$ cat src/rtl/apb_timer_if.sv
// APB slave front-end for the 64-bit timer: TCR register, wait states, counter write port.
// Define APB_SNAPSHOT_EN to make a TDR0-then-TDR1 read return a coherent 64-bit value.
module apb_timer_if #(
    parameter int unsigned WAIT_STATES = 1,
    parameter int unsigned ADDR_W      = 12,
    parameter logic [31:0] TCR_DEFAULT = 32'h0
) (
    input  logic              sys_clk,
    input  logic              sys_rst,
    input  logic              psel,
    input  logic              penable,
    input  logic              pwrite,
    input  logic [ADDR_W-1:0] paddr,
    input  logic [31:0]       pwdata,
    input  logic [3:0]        pstrb,
    output logic              pready,
    output logic [31:0]       prdata,
    output logic              pslverr,
    output logic [1:0]        wr_sel,
    output logic [31:0]       wdt,
    output logic [3:0]        wr_strb,
    output logic              timer_en,
    output logic [3:0]        div_val,
    input  logic [63:0]       cnt
);

    typedef enum logic [1:0] {StIdle, StSetup, StAccess} state_e;

    state_e            r_state, w_state_d;
    logic [2:0]        r_wait_cnt, w_wait_cnt_d;
    logic [ADDR_W-1:0] r_addr;
    logic              r_write;
    logic [31:0]       r_wdata;
    logic [3:0]        r_strb;
    logic [31:0]       r_tcr, w_tcr_d;
    logic              w_start, w_done, w_err;
    logic              w_sel_tcr, w_sel_tdr0, w_sel_tdr1;
    logic [31:0]       w_tdr1_rd;

    assign w_start = psel & ~penable;

    always_comb begin
        w_state_d    = r_state;
        w_wait_cnt_d = r_wait_cnt;
        w_done       = 1'b0;
        unique case (r_state)
            StIdle: begin
                if (w_start) w_state_d = StSetup;
            end
            StSetup: begin
                w_wait_cnt_d = '0;
                w_state_d    = psel ? StAccess : StIdle;
            end
            StAccess: begin
                if (!psel) begin
                    w_state_d = StIdle;
                end else if (r_wait_cnt < 3'(WAIT_STATES)) begin
                    w_wait_cnt_d = r_wait_cnt + 3'd1;
                end else begin
                    w_done    = 1'b1;
                    w_state_d = w_start ? StSetup : StIdle;
                end
            end
            default: w_state_d = StIdle;
        endcase
    end

    // Decode works on the transfer captured at SETUP, so the bus may already carry the
    // next SETUP during the completing cycle.
    assign w_err      = (r_addr[1:0] != 2'b00) || (r_addr > ADDR_W'(8));
    assign w_sel_tcr  = (r_addr == ADDR_W'(0));
    assign w_sel_tdr0 = (r_addr == ADDR_W'(4));
    assign w_sel_tdr1 = (r_addr == ADDR_W'(8));
    assign pready     = w_done & ~sys_rst;

    always_comb begin
        prdata  = '0;
        pslverr = 1'b0;
        wr_sel  = 2'b00;
        wdt     = '0;
        wr_strb = '0;
        if (pready) begin
            pslverr = w_err;
            if (r_write) begin
                if (w_sel_tdr0 || w_sel_tdr1) begin
                    wr_sel  = w_sel_tdr0 ? 2'b01 : 2'b10;
                    wdt     = r_wdata;
                    wr_strb = r_strb;
                end
            end else if (w_sel_tcr) begin
                prdata = r_tcr;
            end else if (w_sel_tdr0) begin
                prdata = cnt[31:0];
            end else if (w_sel_tdr1) begin
                prdata = w_tdr1_rd;
            end
        end
    end

    always_comb begin
        w_tcr_d = r_tcr;
        if (pready && r_write && w_sel_tcr) begin
            for (int i = 0; i < 4; i++) begin
                if (r_strb[i]) w_tcr_d[8*i +: 8] = r_wdata[8*i +: 8];
            end
        end
    end

    assign timer_en = r_tcr[0];
    assign div_val  = r_tcr[11:8];

    always_ff @(posedge sys_clk) begin
        if (sys_rst) begin
            r_state    <= StIdle;
            r_wait_cnt <= '0;
            r_tcr      <= TCR_DEFAULT;
            r_addr     <= '0;
            r_write    <= 1'b0;
            r_wdata    <= '0;
            r_strb     <= '0;
        end else begin
            r_state    <= w_state_d;
            r_wait_cnt <= w_wait_cnt_d;
            r_tcr      <= w_tcr_d;
            if (w_state_d == StSetup) begin
                r_addr  <= paddr;
                r_write <= pwrite;
                r_wdata <= pwdata;
                r_strb  <= pstrb;
            end
        end
    end

`ifdef APB_SNAPSHOT_EN
    logic [31:0] r_shadow, w_shadow_d;

    // Shadow mirrors what the counter's high word becomes after a TDR1 write.
    always_comb begin
        w_shadow_d = r_shadow;
        if (pready && !r_write && w_sel_tdr0) begin
            w_shadow_d = cnt[63:32];
        end else if (pready && r_write && w_sel_tdr1) begin
            w_shadow_d = cnt[63:32];
            for (int i = 0; i < 4; i++) begin
                if (r_strb[i]) w_shadow_d[8*i +: 8] = r_wdata[8*i +: 8];
            end
        end
    end

    always_ff @(posedge sys_clk) begin
        if (sys_rst) r_shadow <= '0;
        else         r_shadow <= w_shadow_d;
    end

    assign w_tdr1_rd = r_shadow;
`else
    assign w_tdr1_rd = cnt[63:32];
`endif

endmodule

$ cat config.mk
export PLATFORM = sky130hd
export DESIGN_NAME = apb_timer_if
export DESIGN_NICKNAME = d
export VERILOG_FILES = /design/src/rtl/apb_timer_if.sv
export SDC_FILE = /design/constraint.sdc
export NUM_CORES = 1
export LEC_CHECK = 0
export ABC_CLOCK_PERIOD_IN_PS = 3950
export CORE_ASPECT_RATIO = 1.2
export CORE_MARGIN = 8
export CORE_UTILIZATION = 40
export CTS_CLUSTER_DIAMETER = 40
export DETAILED_ROUTE_END_ITERATION = 10
export PLACE_DENSITY_LB_ADDON = 0.2
export SLEW_MARGIN = 20
export SYNTH_ARGS = -nofsm -noshare
export SYNTH_HDL_FRONTEND = slang
export SYNTH_SLANG_ARGS = --single-unit
$ cat constraint.sdc
create_clock -name sys_clk -period 3.95 [get_ports sys_clk]
set_input_delay 0.395 -clock sys_clk [delete_from_list [all_inputs] [get_ports sys_clk]]
set_output_delay 0.395 -clock sys_clk [all_outputs]
set_load 0.005 [all_outputs]
; After elaboration in Yosys (flattened, before gate mapping)
; Index checks and enable logic that the tools add are counted.
[classes]
n_mux = 28
n_lt_le_gt_ge = 2
n_reduce_logical = 13
n_eq_ne = 7
n_addsub = 1
bitwise = 4
[ops]
columns = cell, count
row1 = $mux W32, 8
row2 = $mux W2, 8
row3 = $eq A12 B3 Y1 const B, 1
row4 = $eq A12 B4 Y1 const B, 1
row5 = $gt A12 B4 Y1 const B, 1
row6 = $logic_not A12 Y1, 1
row7 = $mux W4, 3
row8 = $reduce_and A2 Y1, 4
row9 = $mux W3, 2
row10 = $pmux W2 S3, 1
row11 = $pmux W3 S2, 1
row12 = $mux W1, 5
row13 = $eq A2 B1 Y1 const B, 2
row14 = $ne A2 B2 Y1 const B, 2
row15 = $reduce_bool A2 Y1, 2
row16 = $add A3 B1 Y3 const B, 1
row17 = $lt A3 B1 Y1 const B, 1
row18 = $reduce_and A3 Y1, 1
row19 = $and A1 B1 Y1, 2
row20 = $eq A2 B2 Y1 const B, 1
row21 = $logic_and A1 B1 Y1, 2
row22 = $logic_not A2 Y1, 1
row23 = $logic_or A1 B1 Y1, 2
row24 = $not A1 Y1, 2
[totals]
wordCells = 65
output_inout_bits = 77
in_bits = 117
ff_bits = 86

; Longest topological paths before layout
; Gate-level depths: netlist (run 1).
[depth]
word_depth = 8
mapped_depth = 7
mapped_depth_nobuf = 4

; Least setup slack after synthesis (run 1)
; No wires, ideal clock.
[synth_path]
kind = reg2out
start = register r_addr[9]
end = output prdata[10]
path_stages_with_launch = 6
required_ps = 3555
arrival_ps = 2008
n_path_buf = 1
path_slack_ps = 1547
path_cell_list = dfxtp_1 -> or4_4 -> or4_4 -> nor4_4 -> buf_6 -> o2111a_1
[synth_via]
elab_chain_len = 6
word_cells_on_any_way = 8
cone_classes = eq/ne (2) / mux (5) / reduce/logical (1)
[synth_lines]
columns = element, line
row1 = start: declaration, 31  ; logic [ADDR_W-1:0] r_addr;
row2 = start signal: assignment, 126  ; r_addr <= paddr;
row3 = $eq A12 B4 Y1, 73  ; assign w_sel_tdr1 = (r_addr == ADDR_W'(8));
row4 = $mux W32, 94  ; end else if (w_sel_tdr1) begin
row5 = $mux W32, 92  ; end else if (w_sel_tdr0) begin
row6 = $mux W32 (*), 90  ; end else if (w_sel_tcr) begin
row7 = $mux W32 (*), 84  ; if (r_write) begin
row8 = $mux W32 (*), 82  ; if (pready) begin
row9 = end: declaration, 17  ; output logic [31:0] prdata,
; Mark *: on every way between the ends. The rest lies on a longest branch, timed or not.

; Worst setup path after layout (run 1)
[layout_path]
start = register r_addr[9]
end = output prdata[23]
; The elaborated chain is that of the path after synthesis.

==> impl_metrics.env, run 1 <==
export IMPL_grt_pass1_wl_um=24900
export IMPL_crit_path_start="r_addr[9]$_SDFFE_PP0N_"
export IMPL_period_share_pct=91.1
export IMPL_final_common_cell="clkdlybuf4s50_1"
export IMPL_slew_violations=0
export IMPL_reg2regPathDepth=4
export IMPL_tightest_slew_ns=0.859
export IMPL_hp_class="flip-flop to flip-flop"
export IMPL_dieArea_mm2=0.0149
export IMPL_fmax_ghz=0.278
export IMPL_cts_made_buffers=9
export IMPL_post_synth_instance_area_mm2=0.00450
export IMPL_grt_util_met1_pct=25.0
export IMPL_grt_pass1_vias=4753
export IMPL_post_route_util_pct=61.7
export IMPL_core_mm2=0.0110
export IMPL_synth_cell_type_count=34
export IMPL_grt_use_total_pct=20.4
export IMPL_r2r_slack_ns=1.61
export IMPL_powerDensity_mw_per_mm2=314
export IMPL_synth_yosys_seq_area_share_pct=38.2
export IMPL_yosys_warnings=0
export IMPL_cts_reportedPaths_clkPinSlew_ns=0.06
export IMPL_worstPathRequired_ns=3.56
export IMPL_clkLatencyLatePin_ns=0.33
export IMPL_area_delta_synth_final_pct=50.4
export IMPL_fp_dieW_um=113
export IMPL_crit_path_max_fanout=33
export IMPL_viasPerCell=5.34
export IMPL_cts_root_buf="clkbuf_16"
export IMPL_max_cap_violations=0
export IMPL_drive_gt1_share_pct=4.99
export IMPL_final_nets=875
export IMPL_worst_setup_path_start_kind="flip-flop"
export IMPL_cts_hold_buf=0
export IMPL_end_kind="primary output"
export IMPL_clk_path_buf_depth=2
export IMPL_cts_tree="built"
export IMPL_setup_violations_final=0
export IMPL_ir_drop_mv=0.280
export IMPL_layout_common_cells="192 x clkdlybuf4s50_1, 104 x nand2_1, 85 x dfxtp_1"
export IMPL_drt_iter0_drc=450
export IMPL_use_met2_pct=34.7
export IMPL_ant_nets=0
export IMPL_setup_worst_path_end="prdata[23]"
export IMPL_layout_min_cycle_time_ns=3.60
export IMPL_grt_overflow=0
export IMPL_post_cts_buffers=0
export IMPL_slew_headroom_pct=42.7
export IMPL_final_setup_tns_ns=0
export IMPL_routedWlPerCell_um=17.3
export IMPL_hold_viol_final=0
export IMPL_wirelength_um=15500
export IMPL_grt_use_met3_pct=4.90
export IMPL_hpwl_um=11400
export IMPL_cts_max_level=3
export IMPL_cp_arrival_ns=3.20
export IMPL_portBuffers=193
export IMPL_grt_max_degree=87
export IMPL_drc=0
export IMPL_p_leak_nw=2.37
export IMPL_syn_instance_count=601
export IMPL_die_h_um=132
export IMPL_place_congestion=0.791
export IMPL_ys_ff_latch=86
export IMPL_fill_cells=980
export IMPL_rows=42
export IMPL_reg2reg_from="r_addr[5]$_SDFFE_PP0N_"
export IMPL_synth_net_count=719
export IMPL_diodes=0
export IMPL_cts_sinks=86
export IMPL_top_usage_layer="met2"
export IMPL_rsz0062_at_grt="false"
export IMPL_reg2reg_to="r_tcr[8]$_SDFFE_PP0P_"
export IMPL_antenna_found_initial=0
export IMPL_num_vias=4766
export IMPL_outcome="complete, no violations"
export IMPL_syn_avg_cell_area_um2=7.49
export IMPL_skew_ns=0.00377
export IMPL_ioPinCount=194
export IMPL_criticalPathCategory="flip-flop to primary output"
export IMPL_min_delay_start="r_addr[8]$_SDFFE_PP0N_"
export IMPL_cts_resized=0
export IMPL_first_pass_iters=5
export IMPL_start_util_pct=41.0
-- where the power goes --
group	total [W]	leakage (nW)	switching, W	internal [W]
logic	0.000266	1.50	0.000125	0.000141
registers	0.000914	0.698	0.0000211	0.000893
clock network	0.000949	0.166	0.000319	0.000630
total	0.00213	2.37	0.000465	0.00166
-- registers in the layout, indices dropped and copies added, names as in the netlist --
register,flops
r_write,1
r_addr,12
r_wdata,32
r_tcr,32
r_wait_cnt,3
r_state,2
r_strb,4
-- cell families (layout without fill, tap and decap cells) --
logic type / count (synthesis) / in the layout / synth area share (%)
simple gates: 235 / 235 / 27.3
compound gates: 184 / 184 / 25.3
buf+inv: 94 / 254 / 8.75
flops: 86 / 86 / 38.2
fa+ha+maj: 1 / 1 / 0.278
xor+xnor: 1 / 1 / 0.194
-- synth_stat cells, drive strengths merged --
library cell	count	area, um2
ha	1	12.5
a2111oi	1	8.76
a211oi	1	7.51
a22oi	1	7.51
nand3	33	165
nor4	7	90.1
nor2	6	22.5
inv	34	128
nand4bb	1	11.3
a2111o	1	11.3
a21boi	1	7.51
clkbuf	50	188
o2111a	32	360
nand3b	1	7.51
a21oi	83	415
nand2	104	390
or2	1	6.26
o21ai	64	320
xor2	1	8.76
and4b	1	10.0
buf	10	78.8
and4	1	8.76
nor3b	2	15.0
nand2b	33	206
and2	36	225
nor3	2	10.0
dfxtp	86	1720
or4	7	60.1
-- worst min-delay path by stage --
stage	to	slack, ns	cells past startpoint
floorplan	r_addr[8]$_SDFFE_PP0N_	0.43	2
global placement	r_addr[7]$_SDFFE_PP0N_	0.44	2
detailed placement	r_addr[8]$_SDFFE_PP0N_	0.45	2
CTS	r_addr[8]$_SDFFE_PP0N_	0.45	2
global route	r_addr[8]$_SDFFE_PP0N_	0.48	2
finish	r_addr[8]$_SDFFE_PP0N_	0.45	2
-- routing by layer --
layer / wire (um) / up-vias
li1: - / 2379
met1: 6630 / 2198
met2: 7600 / 177
met3: 1040 / 12
met4: 211 / 0
met5: 0 / -
-- cell type report --
class | count | area (um2) | share of cell area [%]
inverter | 34 | 128 | 1.88
multi-input combinational | 421 | 2400 | 35.5
tap | 132 | 165 | 2.44
sequential | 86 | 1720 | 25.4
clock inverter | 4 | 95.1 | 1.40
timing repair buffer | 205 | 2020 | 29.8
clock buffer | 11 | 243 | 3.58
-- critical path, cell delays in order (launching register included) --
cell and delay [ns]:
dfxtp_1 0.31, or4_4 0.56, or4_4 0.61, nor4_4 0.25, buf_4 0.36, o2111a_1 0.25, clkdlybuf4s50_1 0.51
-- stage by stage --
| step | hold WS, ns | instance area (um2) | worst slack [ns] | power [W] | instances |
|---|---|---|---|---|---|
| floorplan | 0.431 | 4500 | 1.55 | 0.00104 | 601 |
| global placement | 0.441 | 6440 | 0.782 | 0.00119 | 878 |
| detailed placement | 0.446 | 6440 | 0.693 | 0.00120 | 878 |
| CTS | 0.453 | 6770 | 0.326 | 0.00214 | 893 |
| global route | 0.476 | 6770 | 0.176 | 0.00221 | 893 |
| finish | 0.450 | 6770 | 0.352 | 0.00213 | 893 |
(Power assumes the default switching activity.)
==> inputs of run 2 (changes only) <==
ABC_AREA = 1   (was default)
CORE_MARGIN = default   (was 8)
SLEW_MARGIN = default   (was 20)
==> run 2 against run 1 <==
  * Total power grew 1.0%
  * Sequential power grew 3.2%
  * Die area shrank 16%
  * Final cell count grew 12%
  * Global-route usage grew 3.2 points
  * Critical endpoint is now wdt[3]
  * Design area grew 2.4%
  * Clock skew grew 0.0013 ns
  * Hold slack gained 0.034 ns
  * Count of clock-buffer cells in the layout grew 3
  * Wire length shrank 3.2%
  * Critical path depth grew 2
  * Fmax grew 16%
==> impl_metrics.env, run 2 <==
export IMPL_criticalPathCategory="flip-flop to primary output"
export IMPL_cts_hold_buf=0
export IMPL_cts_tree="built"
export IMPL_fmax_ghz=0.322
export IMPL_die_h_um=122
export IMPL_viasPerCell=5.22
export IMPL_grt_overflow=0
export IMPL_first_pass_iters=5
export IMPL_cts_sinks=86
export IMPL_syn_avg_cell_area_um2=6.94
export IMPL_async_flop_share_pct=0
export IMPL_top_regs="r_tcr: 32 flops, r_wdata: 32 flops, r_addr: 12 flops"
export IMPL_swShare_pct=26.5
export IMPL_reg2regPathDepth=7
export IMPL_routedWlPerCell_um=15.0
export IMPL_setup_worst_path_end="wdt[3]"
export IMPL_layout_common_cells="193 x clkdlybuf4s50_1, 137 x nor2_1, 86 x dfxtp_1"
export IMPL_r2r_slack_ns=1.90
export IMPL_synth_cell_type_count=30
export IMPL_drt_iter0_drc=332
export IMPL_dp_cells=983
export IMPL_power_combinational_fraction_pct=18.2
export IMPL_place_congestion=0.864
export IMPL_cts_max_level=3
export IMPL_rows=43
export IMPL_start_util_pct=41.5
export IMPL_cts_root_buf="clkbuf_16"
export IMPL_switchingPower_w=0.000570
export IMPL_synth_top_area_share_pct=35.7
export IMPL_skew_ns=0.00510
export IMPL_drc=0
export IMPL_outcome="complete, no violations"
export IMPL_p_clk_share_pct=37.9
export IMPL_crit_path_start="r_addr[10]$_SDFFE_PP0N_"
export IMPL_setup_violations_final=0
export IMPL_post_cts_buffers=0
export IMPL_area_delta_synth_final_pct=43.9
export IMPL_p_seq_share_pct=43.9
export IMPL_fill_cells=1114
export IMPL_max_stage_delay_ns=0.55
export IMPL_core_mm2=0.0116
export IMPL_slowest_stage="clkdlybuf4s50_1"
export IMPL_max_cap_violations=0
export IMPL_clkLatencyLatePin_ns=0.33
export IMPL_reg2reg_from="r_addr[0]$_SDFFE_PP0N_"
export IMPL_end_kind="primary output"
export IMPL_reg2reg_to="r_tcr[1]$_SDFFE_PP0P_"
export IMPL_cts_made_buffers=9
export IMPL_synth_area_leaders="dfxtp_1 36%, nor2_1 11%, o21ai_0 8.3%"
export IMPL_timing_critical_path_buf_inv=3
export IMPL_layout_cells_non_filler=998
export IMPL_cts_reportedPaths_clkPinSlew_ns=0.06
export IMPL_diodes=0
export IMPL_fp_dieW_um=102
export IMPL_final_setup_tns_ns=0
export IMPL_synth_enable_flop_cells=0
export IMPL_ys_ff_latch=86
export IMPL_final_common_cell="clkdlybuf4s50_1"
export IMPL_dieArea_mm2=0.0125
export IMPL_cts_resized=0
export IMPL_crit_family="buffers and inverters"
export IMPL_hold_viol_final=0
export IMPL_antenna_found_initial=0
export IMPL_cp_depth=8
export IMPL_synth_net_count=812
export IMPL_synth_common_cells="139 x nor2_1, 86 x dfxtp_1, 80 x o21ai_0"
export IMPL_p_leak_nw=2.36
export IMPL_wirelength_um=15000
export IMPL_drive_gt1_share_pct=5.47
export IMPL_cp_arrival_ns=2.71
export IMPL_synth_area_leader_cell="dfxtp_1"
export IMPL_period_share_pct=78.6
export IMPL_cpMostUsedCell="buf_4"
export IMPL_crit_path_max_fanout=65
export IMPL_internal_power_w=0.00158
export IMPL_grt_pass1_vias=4595
export IMPL_ant_nets=0
export IMPL_synth_yosys_seq_area_share_pct=35.7
export IMPL_grt_max_degree=84
export IMPL_layout_min_cycle_time_ns=3.10
export IMPL_path_cells="nor2_1 -> nand2_1 -> nor2_4 -> buf_4 -> nand3_1 -> buf_4 -> a21oi_1 -> clkdlybuf4s50_1"
export IMPL_yosys_warnings=0
export IMPL_clk_path_buf_depth=2
export IMPL_slew_violations=0
export IMPL_final_nets=955
export IMPL_ir_drop_mv=0.220
export IMPL_tightest_slew_ns=0.756
export IMPL_worstPathRequired_ns=3.56
export IMPL_portBuffers=193
export IMPL_num_vias=5212
export IMPL_synth_most_common_cell="nor2_1"
export IMPL_syn_instance_count=694
export IMPL_grt_use_total_pct=23.6
export IMPL_hp_class="flip-flop to flip-flop"
export IMPL_rsz0062_at_grt="false"
export IMPL_slew_headroom_pct=49.5
export IMPL_worst_setup_path_start_kind="flip-flop"
export IMPL_post_synth_instance_area_mm2=0.00482
export IMPL_grt_pass1_wl_um=23000
export IMPL_ioPinCount=194
export IMPL_synth_main_ff_cell="dfxtp_1"
export IMPL_hpwl_um=10700
export IMPL_powerDensity_mw_per_mm2=310
## run 2: cell types whose count changed after synthesis, moves of 30 or more
cell,delta
and2_1,-36
buf_2,+37
clkbuf_1,-31
nand2b_1,-33
nand3_1,-32
nand4_1,+32
nor2_1,+133
nor3_1,+30
o2111a_1,-32
o211ai_1,+31
o21bai_1,+30
## run 2: cells by family after synthesis
| kind of cell | synth area share (%) |
|---|---|
| AOI/OAI and AO/OA | 26.5 |
| buffers and inverters | 9.22 |
| and+or+nand+nor | 28.3 |
| DFF | 35.7 |
| adders and majority gates | 0.260 |
## run 2: how the worst min path moves through the flow
stage	start	end	slack, ns	cells after the start
2_1_floorplan	r_addr[10]$_SDFFE_PP0N_	r_addr[10]$_SDFFE_PP0N_	0.46	2
3_3_place_gp	r_addr[9]$_SDFFE_PP0N_	r_addr[9]$_SDFFE_PP0N_	0.46	2
3_5_place_dp	r_addr[5]$_SDFFE_PP0N_	r_addr[5]$_SDFFE_PP0N_	0.48	2
4_1_cts	r_addr[7]$_SDFFE_PP0N_	r_addr[7]$_SDFFE_PP0N_	0.49	2
5_1_grt	r_addr[11]$_SDFFE_PP0N_	r_addr[11]$_SDFFE_PP0N_	0.51	2
6_report	r_addr[7]$_SDFFE_PP0N_	r_addr[7]$_SDFFE_PP0N_	0.48	2
## run 2: power groups by stage
stage | combinational [W] | sequential, W | clock, W
floorplan | 0.000241 | 0.000944 | 0
global placement | 0.000384 | 0.000960 | 0
detailed placement | 0.000391 | 0.000961 | 0
CTS | 0.000393 | 0.000942 | 0.000828
global route | 0.000434 | 0.000946 | 0.000869
finish | 0.000392 | 0.000943 | 0.000815
## run 2: metrics by stage
step | area (um2) | power, W | setup WS (ns) | hold slack (ns) | utilization, %
finish | 6930 | 0.00215 | 0.846 | 0.485 | 59.7
global route | 6930 | 0.00225 | 0.610 | 0.508 | 59.7
CTS | 6930 | 0.00216 | 0.827 | 0.488 | 59.7
detailed placement | 6650 | 0.00135 | 0.827 | 0.476 | 57.2
global placement | 6650 | 0.00134 | 0.865 | 0.463 | 57.2
floorplan | 4820 | 0.00118 | 2.30 | 0.456 | -
## run 2: cell type report
class,instances,area [um2],area share [%]
tap,157,196,2.83
inverter,19,71.3,1.03
multi-input combinational,519,2660,38.4
sequential,86,1720,24.8
clock inverter,1,30.0,0.433
timing repair buffer,202,2000,28.8
clock buffer,14,254,3.66
## run 2: tightest hold or removal path, stage by stage, from the launching register on
cell and delay, ns:
dfxtp_1 0.32, nor2_1 0.05, nor2_1 0.08
## run 2: per-layer routing
layer / wire length (um) / GRT usage (%) / share of wire (%)
met3: 1090 / 5.07 / 7.3
met1: 6850 / 32.0 / 46
met2: 6780 / 36.9 / 45
met4: 272 / 7.95 / 1.8
met5: 0 / 0 / 0
